[src/rtl/pipe_pkg.sv]
// Shared types and constants for the instruction-fetch slice of the pipeline.
package pipe_pkg;

  localparam int ADDR_W_DEF = 16;
  localparam int DATA_W_DEF = 32;

  localparam logic [4:0] OPC_HALT = 5'b11111;

  // Instruction field bit positions (imm and address overlap the register fields)
  localparam int OPC_HI  = 31;
  localparam int OPC_LO  = 27;
  localparam int WREG_HI = 26;
  localparam int WREG_LO = 22;
  localparam int REGA_HI = 21;
  localparam int REGA_LO = 17;
  localparam int REGB_HI = 16;
  localparam int REGB_LO = 12;
  localparam int IMM_HI  = 16;
  localparam int IMM_LO  = 0;
  localparam int ADDR_HI = 15;
  localparam int ADDR_LO = 0;

  typedef enum logic [1:0] {
    F_IDLE,
    F_WAIT,
    F_HALT
  } fetch_state_e;

  function automatic logic is_halt(input logic [31:0] word);
    return word[OPC_HI:OPC_LO] == OPC_HALT;
  endfunction

endpackage

[src/rtl/fetch_fifo.sv]
// Small synchronous FIFO buffering fetched {pc, instruction} entries.
module fetch_fifo #(
  parameter int WIDTH = 48,
  parameter int DEPTH = 2
) (
  input  logic                       clk,
  input  logic                       rst,
  input  logic                       flush,
  input  logic                       push,
  input  logic                       pop,
  input  logic [WIDTH-1:0]           din,
  output logic [WIDTH-1:0]           dout,
  output logic [$clog2(DEPTH):0]     count,
  output logic                       full,
  output logic                       empty
);

  localparam int PTR_W = $clog2(DEPTH);
  localparam int CNT_W = PTR_W + 1;

  logic [WIDTH-1:0] mem [DEPTH];
  logic [PTR_W-1:0] wr_ptr;
  logic [PTR_W-1:0] rd_ptr;
  logic             do_push;
  logic             do_pop;

  assign empty   = (count == '0);
  assign full    = (count == CNT_W'(DEPTH));
  assign do_pop  = pop & ~empty;
  assign do_push = push & (~full | do_pop);

  // Head is forced to zero when empty so stale entries never leak downstream
  assign dout = empty ? '0 : mem[rd_ptr];

  always_ff @(posedge clk) begin
    if (rst || flush) begin
      wr_ptr <= '0;
      rd_ptr <= '0;
      count  <= '0;
    end else begin
      if (do_push) wr_ptr <= wr_ptr + 1'b1;
      if (do_pop)  rd_ptr <= rd_ptr + 1'b1;
      count <= count + CNT_W'(do_push) - CNT_W'(do_pop);
    end
  end

  always_ff @(posedge clk) begin
    if (do_push && !flush) mem[wr_ptr] <= din;
  end

endmodule

[src/rtl/pipe_if_fetch.sv]
// Instruction fetch stage: PC, memory req/ack FSM, redirect squash and output FIFO.
// Optional HALT-opcode stop is enabled with `define FETCH_HALT_DETECT_EN.
module pipe_if_fetch
  import pipe_pkg::*;
#(
  parameter int              ADDR_W     = ADDR_W_DEF,
  parameter int              DATA_W     = DATA_W_DEF,
  parameter logic [ADDR_W-1:0] RESET_PC = '0,
  parameter int              FIFO_DEPTH = 2
) (
  input  logic              clk,
  input  logic              rst,
  output logic              mem_req,
  output logic [ADDR_W-1:0] mem_addr,
  input  logic              mem_ack,
  input  logic [DATA_W-1:0] mem_rdata,
  input  logic              redirect,
  input  logic [ADDR_W-1:0] redirect_pc,
  output logic [DATA_W-1:0] InstructionOUT,
  output logic [ADDR_W-1:0] instr_pc,
  output logic              instr_valid,
  input  logic              instr_ready
);

  localparam int ENTRY_W = ADDR_W + DATA_W;
  localparam int CNT_W   = $clog2(FIFO_DEPTH) + 1;
  localparam int CRED_W  = CNT_W + 1;

  fetch_state_e      state, state_next;
  logic [ADDR_W-1:0] pc, pc_next;
  logic [ADDR_W-1:0] addr_q, addr_next;
  logic              drop, drop_next;
  logic              push, pop, outstanding, credit_ok;
  logic [CRED_W-1:0] credit_used;
  logic [ENTRY_W-1:0] head;
  logic [CNT_W-1:0]  fifo_count;
  logic              fifo_full, fifo_empty;

  assign outstanding = (state == F_WAIT);
  assign credit_used = {1'b0, fifo_count} + CRED_W'(outstanding);
  assign credit_ok   = credit_used < CRED_W'(FIFO_DEPTH);
  assign pop         = instr_valid & instr_ready & ~redirect;

  assign mem_req        = outstanding;
  assign mem_addr       = addr_q;
  assign instr_valid    = ~fifo_empty;
  assign InstructionOUT = head[DATA_W-1:0];
  assign instr_pc       = head[ENTRY_W-1 -: ADDR_W];

  always_comb begin
    state_next = state;
    pc_next    = pc;
    addr_next  = addr_q;
    drop_next  = drop;
    push       = 1'b0;
    case (state)
      F_IDLE: begin
        if (redirect) begin
          pc_next = redirect_pc;
        end else if (credit_ok && !fifo_full) begin
          addr_next  = pc;
          state_next = F_WAIT;
        end
      end
      F_WAIT: begin
        if (mem_ack) begin
          state_next = F_IDLE;
          drop_next  = 1'b0;
          if (redirect) begin
            pc_next = redirect_pc;
          end else if (!drop) begin
            push    = 1'b1;
            pc_next = pc + 1'b1;
`ifdef FETCH_HALT_DETECT_EN
            if (is_halt(mem_rdata)) state_next = F_HALT;
`endif
          end
        end else if (redirect) begin
          // Request stays on the bus; its data will be discarded when it returns
          pc_next   = redirect_pc;
          drop_next = 1'b1;
        end
      end
      F_HALT: begin
        if (redirect) begin
          pc_next    = redirect_pc;
          state_next = F_IDLE;
        end
      end
      default: state_next = F_IDLE;
    endcase
  end

  always_ff @(posedge clk) begin
    if (rst) begin
      state  <= F_IDLE;
      pc     <= RESET_PC;
      addr_q <= RESET_PC;
      drop   <= 1'b0;
    end else begin
      state  <= state_next;
      pc     <= pc_next;
      addr_q <= addr_next;
      drop   <= drop_next;
    end
  end

  fetch_fifo #(
    .WIDTH (ENTRY_W),
    .DEPTH (FIFO_DEPTH)
  ) u_fifo (
    .clk   (clk),
    .rst   (rst),
    .flush (redirect),
    .push  (push),
    .pop   (pop),
    .din   ({addr_q, mem_rdata}),
    .dout  (head),
    .count (fifo_count),
    .full  (fifo_full),
    .empty (fifo_empty)
  );

endmodule

[config.mk]
export PLATFORM = sky130hd
export DESIGN_NAME = pipe_if_fetch
export DESIGN_NICKNAME = d
export VERILOG_FILES = /design/src/rtl/pipe_pkg.sv /design/src/rtl/fetch_fifo.sv /design/src/rtl/pipe_if_fetch.sv
export SDC_FILE = /design/constraint.sdc
export NUM_CORES = 1
export LEC_CHECK = 0
export ABC_CLOCK_PERIOD_IN_PS = 6700
export CORE_MARGIN = 5
export CORE_UTILIZATION = 45
export DETAILED_ROUTE_END_ITERATION = 10
export PLACE_DENSITY = 0.86
export RECOVER_POWER = 50
export SYNTH_ARGS = -nofsm -noshare
export SYNTH_HDL_FRONTEND = slang
export SYNTH_SLANG_ARGS = --single-unit
export TNS_END_PERCENT = 20
[constraint.sdc]
create_clock -name clk -period 6.7 [get_ports clk]
set_clock_uncertainty 0.2 [all_clocks]
set_input_delay 2.01 -clock clk [delete_from_list [all_inputs] [get_ports clk]]
set_output_delay 2.01 -clock clk [all_outputs]
set_load 0.01 [all_outputs]
==> results.json, run 1 <==
{
  "status": "completed",
  "synth_cell_type_count": 38,
  "max-cap-violations": 0,
  "syn_area_per_cell_um2": 12.8,
  "clock.fmax_mhz": 205,
  "hold_ws_ns": 0.255,
  "die_h_um": 119,
  "hpwl_um": 7610,
  "fp.coreArea_um2": 11500,
  "min_period_ns": 4.88,
  "setup_ws_ns": 1.82,
  "via_count": 3629,
  "cp.arrival_ns": 2.67,
  "clk_pin_slew_worst_paths_ns": 0.06,
  "synth_warnings": 0,
  "mostFrequentLayoutCell": "edfxtp_1",
  "critPathCaptureType": "output port",
  "synth_top_flop_cell": "edfxtp_1",
  "gr-usage-all-layers": 0.165,
  "overflow": 0,
  "worstPathMaxFanout": 27,
  "post_drt_wl_per_cell_um": 16.4,
  "grt_pass1_vias": 3761,
  "wl_um": 11400,
  "num-nets-final": 590,
  "final_cell_area_um2": 7210,
  "power.density_nw_per_um2": 265,
  "seq_area_um2": 3660,
  "rsz0062_at_grt": "no",
  "htree_levels": 4,
  "cts.sinks": 135,
  "synth_edf_count": 96,
  "syn_nets": 473,
  "timing.final.max_slew_violations": 0,
  "start_util": 0.464,
  "synth_seq_area_share": 0.686,
  "dr.pass1.iters": 4,
  "die_x_um": 119,
  "globalplace.congestion": 0.745,
  "insertion_delay_ns": 0.41,
  "numCtsBuffers": 17,
  "p_leak_nw": 2.39,
  "syn_area_um2": 5340,
  "met3_usage": 0.0545,
  "pin_count": 119,
  "grt_max_degree": 50,
  "cts_tree": "yes",
  "slew_headroom": 0.266,
  "postCtsSetupBuffers": 0,
  "drtAntennaViolNets": 0,
  "rows": 39,
  "route.detailed.drc": 0,
  "hold_viol_final": 0,
  "critPathKind": "reg -> out",
  "layout_common_cells": "96 x edfxtp_1, 66 x clkdlybuf4s50_1, 65 x nor2_1, 52 x dlygate4sd3_1, 48 x mux2i_1",
  "setup_tns_ns": 0,
  "hold_buffers": 0,
  "finalSetupViolCount": 0,
  "hp-class": "reg -> reg",
  "clock_path_buffers": 2,
  "drtIter0Drc": 280,
  "crit_required_ns": 4.49,
  "synth-seq-cells": 135,
  "peakVddDrop_mv": 0.115,
  "tightestPinTransition_ns": 1.10,
  "syn_inst": 419,
  "critPathLaunchType": "flip-flop",
  "antenna_found_initial": 0,
  "cts_root_buffer": "clkbuf_16",
  "dp_slack_ns": 2.16,
  "ys_async_sr_fraction": 0,
  "nFillCells": 873,
  "die-area_um2": 14200,
  "multi_input_area_um2": 1550,
  "rrSetupSlack_ns": 4.17,
  "met1_usage": 0.199,
  "finalCritPeriodShare": 0.728,
  "area_growth_pct": 34.9,
  "layout-drive-gt1-share": 0.0747,
  "grt_pass1_wl_um": 18700,
  "diodes": 0,
  "busiest_layer": "met2",
  "cts_resized": 0,
  "grt_util_met2": 0.285,
  "io_buffers": 118,
  "vias_per_cell": 5.24,
  "placed_cell_area_um2": 6660
}
==> worst max-delay path, stage by stage, from the launching register on <==
cell and delay [ns]:
dfxtp_2 0.89, buf_4 0.49, mux2i_1 0.13, nor2_1 0.15
clkdlybuf4s50_1 0.59
==> sequential cells by signal, indices dropped and copies added (netlist names), named ones only <==
name / count
pc: 16
u_fifo.mem: 96
state: 1
u_fifo.wr_ptr: 1
drop: 1
u_fifo.count: 2
mem_addr: 16
u_fifo.rd_ptr: 1
==> stage by stage <==
| stage | power (mW) | util | cells |
|---|---|---|---|
| 6_report | 1.91 | 0.626 | 692 |
| 5_1_grt | 1.98 | 0.626 | 692 |
| 4_1_cts | 1.93 | 0.629 | 692 |
| 3_5_place_dp | 1.06 | 0.579 | 660 |
| 3_3_place_gp | 1.05 | 0.579 | 660 |
| 2_1_floorplan | 0.991 | - | 419 |
==> kinds of logic after synthesis <==
group	synth area share
adders and majority gates	0.00234
buffers and inverters	0.0215
muxes	0.0899
DFF	0.686
xor gates and xnor gates	0.0131
and+or+nand+nor	0.125
AOI/OAI and AO/OA	0.0621
==> cell usage after synthesis, types with 2 or more instances <==
master / n / area (um^2)
nor3b_1: 2 / 15.0
mux2i_1: 48 / 480
a21oi_1: 20 / 100
a211oi_1: 6 / 45.0
nor2_1: 66 / 248
clkbuf_1: 19 / 71.3
o21ai_0: 8 / 40.0
inv_1: 5 / 18.8
or4_1: 3 / 22.5
nand2_1: 43 / 161
nor3_1: 9 / 45.0
buf_1: 4 / 15.0
nand3_1: 4 / 20.0
buf_2: 2 / 10.0
nand4_1: 4 / 25.0
nand2b_1: 2 / 12.5
dfxtp_1: 39 / 781
o31ai_1: 2 / 15.0
nor4_1: 2 / 12.5
edfxtp_1: 96 / 2880
xnor2_1: 4 / 35.0
or3_1: 5 / 31.3
xor2_1: 4 / 35.0
a311oi_1: 8 / 70.1
==> cell type report <==
| class | count | area share |
|---|---|---|
| inverter | 5 | 0.00260 |
| timing repair buffer | 123 | 0.169 |
| clock buffer | 22 | 0.0672 |
| clock inverter | 10 | 0.0127 |
| sequential | 135 | 0.509 |
| tap | 143 | 0.0248 |
| multi-input combinational | 254 | 0.215 |
==> path summary, 6_finish.rpt <==
check                                      startpoint                        end  cells past startpoint
worst min register to register    pc[15]$_SDFFE_PP0P_  mem_addr[15]$_SDFFE_PP0P_                      2
worst max register to register  state[0]$_SDFFE_PP0P_        pc[14]$_SDFFE_PP0P_                      4
worst min-delay path              pc[15]$_SDFFE_PP0P_  mem_addr[15]$_SDFFE_PP0P_                      2
worst max-delay path                        flip-flop          InstructionOUT[5]                      4
==> power breakdown <==
group	leakage, nW	total [mW]	switching [mW]	internal (mW)
clock network	0.292	0.878	0.327	0.551
registers	1.16	0.930	0.0169	0.913
logic	0.933	0.104	0.0502	0.0534
==> routing by layer <==
| layer | up-vias | part of all wire |
|---|---|---|
| met5 | - | 0 |
| met4 | 0 | 0.012 |
| met3 | 13 | 0.062 |
| met2 | 140 | 0.50 |
| met1 | 1717 | 0.42 |
| li1 | 1759 | - |
Power figures use the tool's default switching activity.
==> run 2: changes to the inputs <==
Settings changed: ABC_CLOCK_PERIOD_IN_PS 6700 to 4600, PLACE_DENSITY 0.86 to 0.84.
Clock period 6.7 ns to 4.6 ns, I/O delays scaled along.
==> results.json, run 2 (synthesis gave the netlist of run 1 again) <==
{
  "stdcell_count": 695,
  "nFillCells": 872,
  "timing.final.max_slew_violations": 0,
  "gr-usage-all-layers": 0.164,
  "insertion_delay_ns": 0.40,
  "critical_path_buf_inv_count": 2,
  "die-area_um2": 14200,
  "layout-drive-gt1-share": 0.0779,
  "top_register": "u_fifo.mem",
  "drtAntennaViolNets": 0,
  "finalCritPeriodShare": 0.853,
  "hold_ws_ns": 0.278,
  "grt_max_degree": 49,
  "cp.arrival_ns": 3.73,
  "seq_area_um2": 3660,
  "overflow": 0,
  "multi_input_area_um2": 1560,
  "path_cells": "dlygate4sd3_1, and3b_1, o21ai_0, nor3_2, clkbuf_2",
  "crit_family": "buffers and inverters",
  "postCtsSetupBuffers": 0,
  "htree_levels": 4,
  "globalplace.congestion": 0.891,
  "hold_buffers": 0,
  "dr.pass1.iters": 5,
  "clk_pin_slew_worst_paths_ns": 0.05,
  "io_buffers": 118,
  "tightestPinTransition_ns": 1.23,
  "drtIter0Drc": 186,
  "post_drt_wl_per_cell_um": 16.3,
  "mostFrequentLayoutCell": "edfxtp_1",
  "hold_viol_final": 0,
  "cts_tree": "yes",
  "critPathCaptureType": "flip-flop",
  "peakVddDrop_mv": 0.270,
  "hp-class": "reg -> reg",
  "slew_headroom": 0.183,
  "fp.coreArea_um2": 11500,
  "rows": 39,
  "wl_um": 11300,
  "numCtsBuffers": 17,
  "cts_resized": 0,
  "place_inst": 663,
  "grt_pass1_wl_um": 18700,
  "largest_reg_flops": 96,
  "clock_path_buffers": 2,
  "route.detailed.drc": 0,
  "layout_common_cells": "96 x edfxtp_1, 66 x clkdlybuf4s50_1, 65 x nor2_1, 52 x dlygate4sd3_1, 48 x mux2i_1",
  "pin_count": 119,
  "cpMaxStageDelayCell": "clkbuf_2",
  "clock.fmax_mhz": 255,
  "die_x_um": 119,
  "worstPathMaxFanout": 48,
  "power_mw": 2.97,
  "finish.utilization": 0.637,
  "cts_root_buffer": "clkbuf_16",
  "critPathKind": "in -> reg",
  "crit_required_ns": 4.41,
  "status": "completed",
  "min_period_ns": 3.92,
  "rsz0062_at_grt": "no",
  "num-nets-final": 593,
  "critPathLaunchType": "input pin",
  "area_growth_pct": 37.3,
  "grt_pass1_vias": 3761,
  "diodes": 0,
  "via_count": 3661,
  "hpwl_um": 7730,
  "p_leak_nw": 2.43,
  "die_h_um": 119,
  "setup_ws_ns": 0.677,
  "max-cap-violations": 0,
  "finalSetupViolCount": 0,
  "antenna_found_initial": 0,
  "vias_per_cell": 5.27,
  "start_util": 0.464,
  "cpPeakStageDelay_ns": 0.94,
  "cts.sinks": 135,
  "power.density_nw_per_um2": 405,
  "dp_slack_ns": 0.759
}
## run 2: final timing paths
check        cells past startpoint                           to  slack (ns)                     start
max reg2reg                      4  u_fifo.mem[0][37]$_DFFE_PP_        1.76     state[0]$_SDFFE_PP0P_
min reg2reg                      0  u_fifo.mem[0][35]$_DFFE_PP_        0.28  mem_addr[3]$_SDFFE_PP0P_
max                              5  u_fifo.mem[0][37]$_DFFE_PP_        0.68                   mem_ack
min                              0  u_fifo.mem[0][35]$_DFFE_PP_        0.28  mem_addr[3]$_SDFFE_PP0P_
## run 2: final cells by class
cell class | count | share of cell area
Clock inverter | 13 | 0.0297
Clock buffer | 19 | 0.0590
Multi-Input combinational cell | 254 | 0.213
Timing Repair Buffer | 126 | 0.172
Inverter | 5 | 0.00256
Sequential cell | 135 | 0.500
Tap cell | 143 | 0.0244
## run 2: worst reg2reg max path: cells and delay by family (launching register included)
kind,cells,cell delay (ns)
buffers and inverters,1,0.95
and+or+nand+nor,2,0.51
DFF,1,0.48
AOI/OAI and AO/OA,1,0.29
## run 2: layer usage
metal | routed length (um) | global-route usage | vias up | part of all wire
li1 | - | - | 1762 | -
met1 | 4630 | 0.193 | 1748 | 0.41
met2 | 5850 | 0.288 | 129 | 0.52
met3 | 641 | 0.0464 | 22 | 0.057
met4 | 218 | 0.0615 | 0 | 0.019
met5 | 0 | 0 | - | 0
## run 2: report_power, final
| part | leakage, nW | internal [mW] | switching [mW] |
|---|---|---|---|
| sequential | 1.16 | 1.33 | 0.0250 |
| combinational | 0.958 | 0.0785 | 0.0741 |
| clock | 0.309 | 0.970 | 0.495 |
## run 2: through the flow
step	setup TNS, ns	area (um^2)
finish	0	7330
global route	0	7330
CTS	0	7380
detailed placement	0	6730
global placement	0	6730
floorplan	-57.90	5350
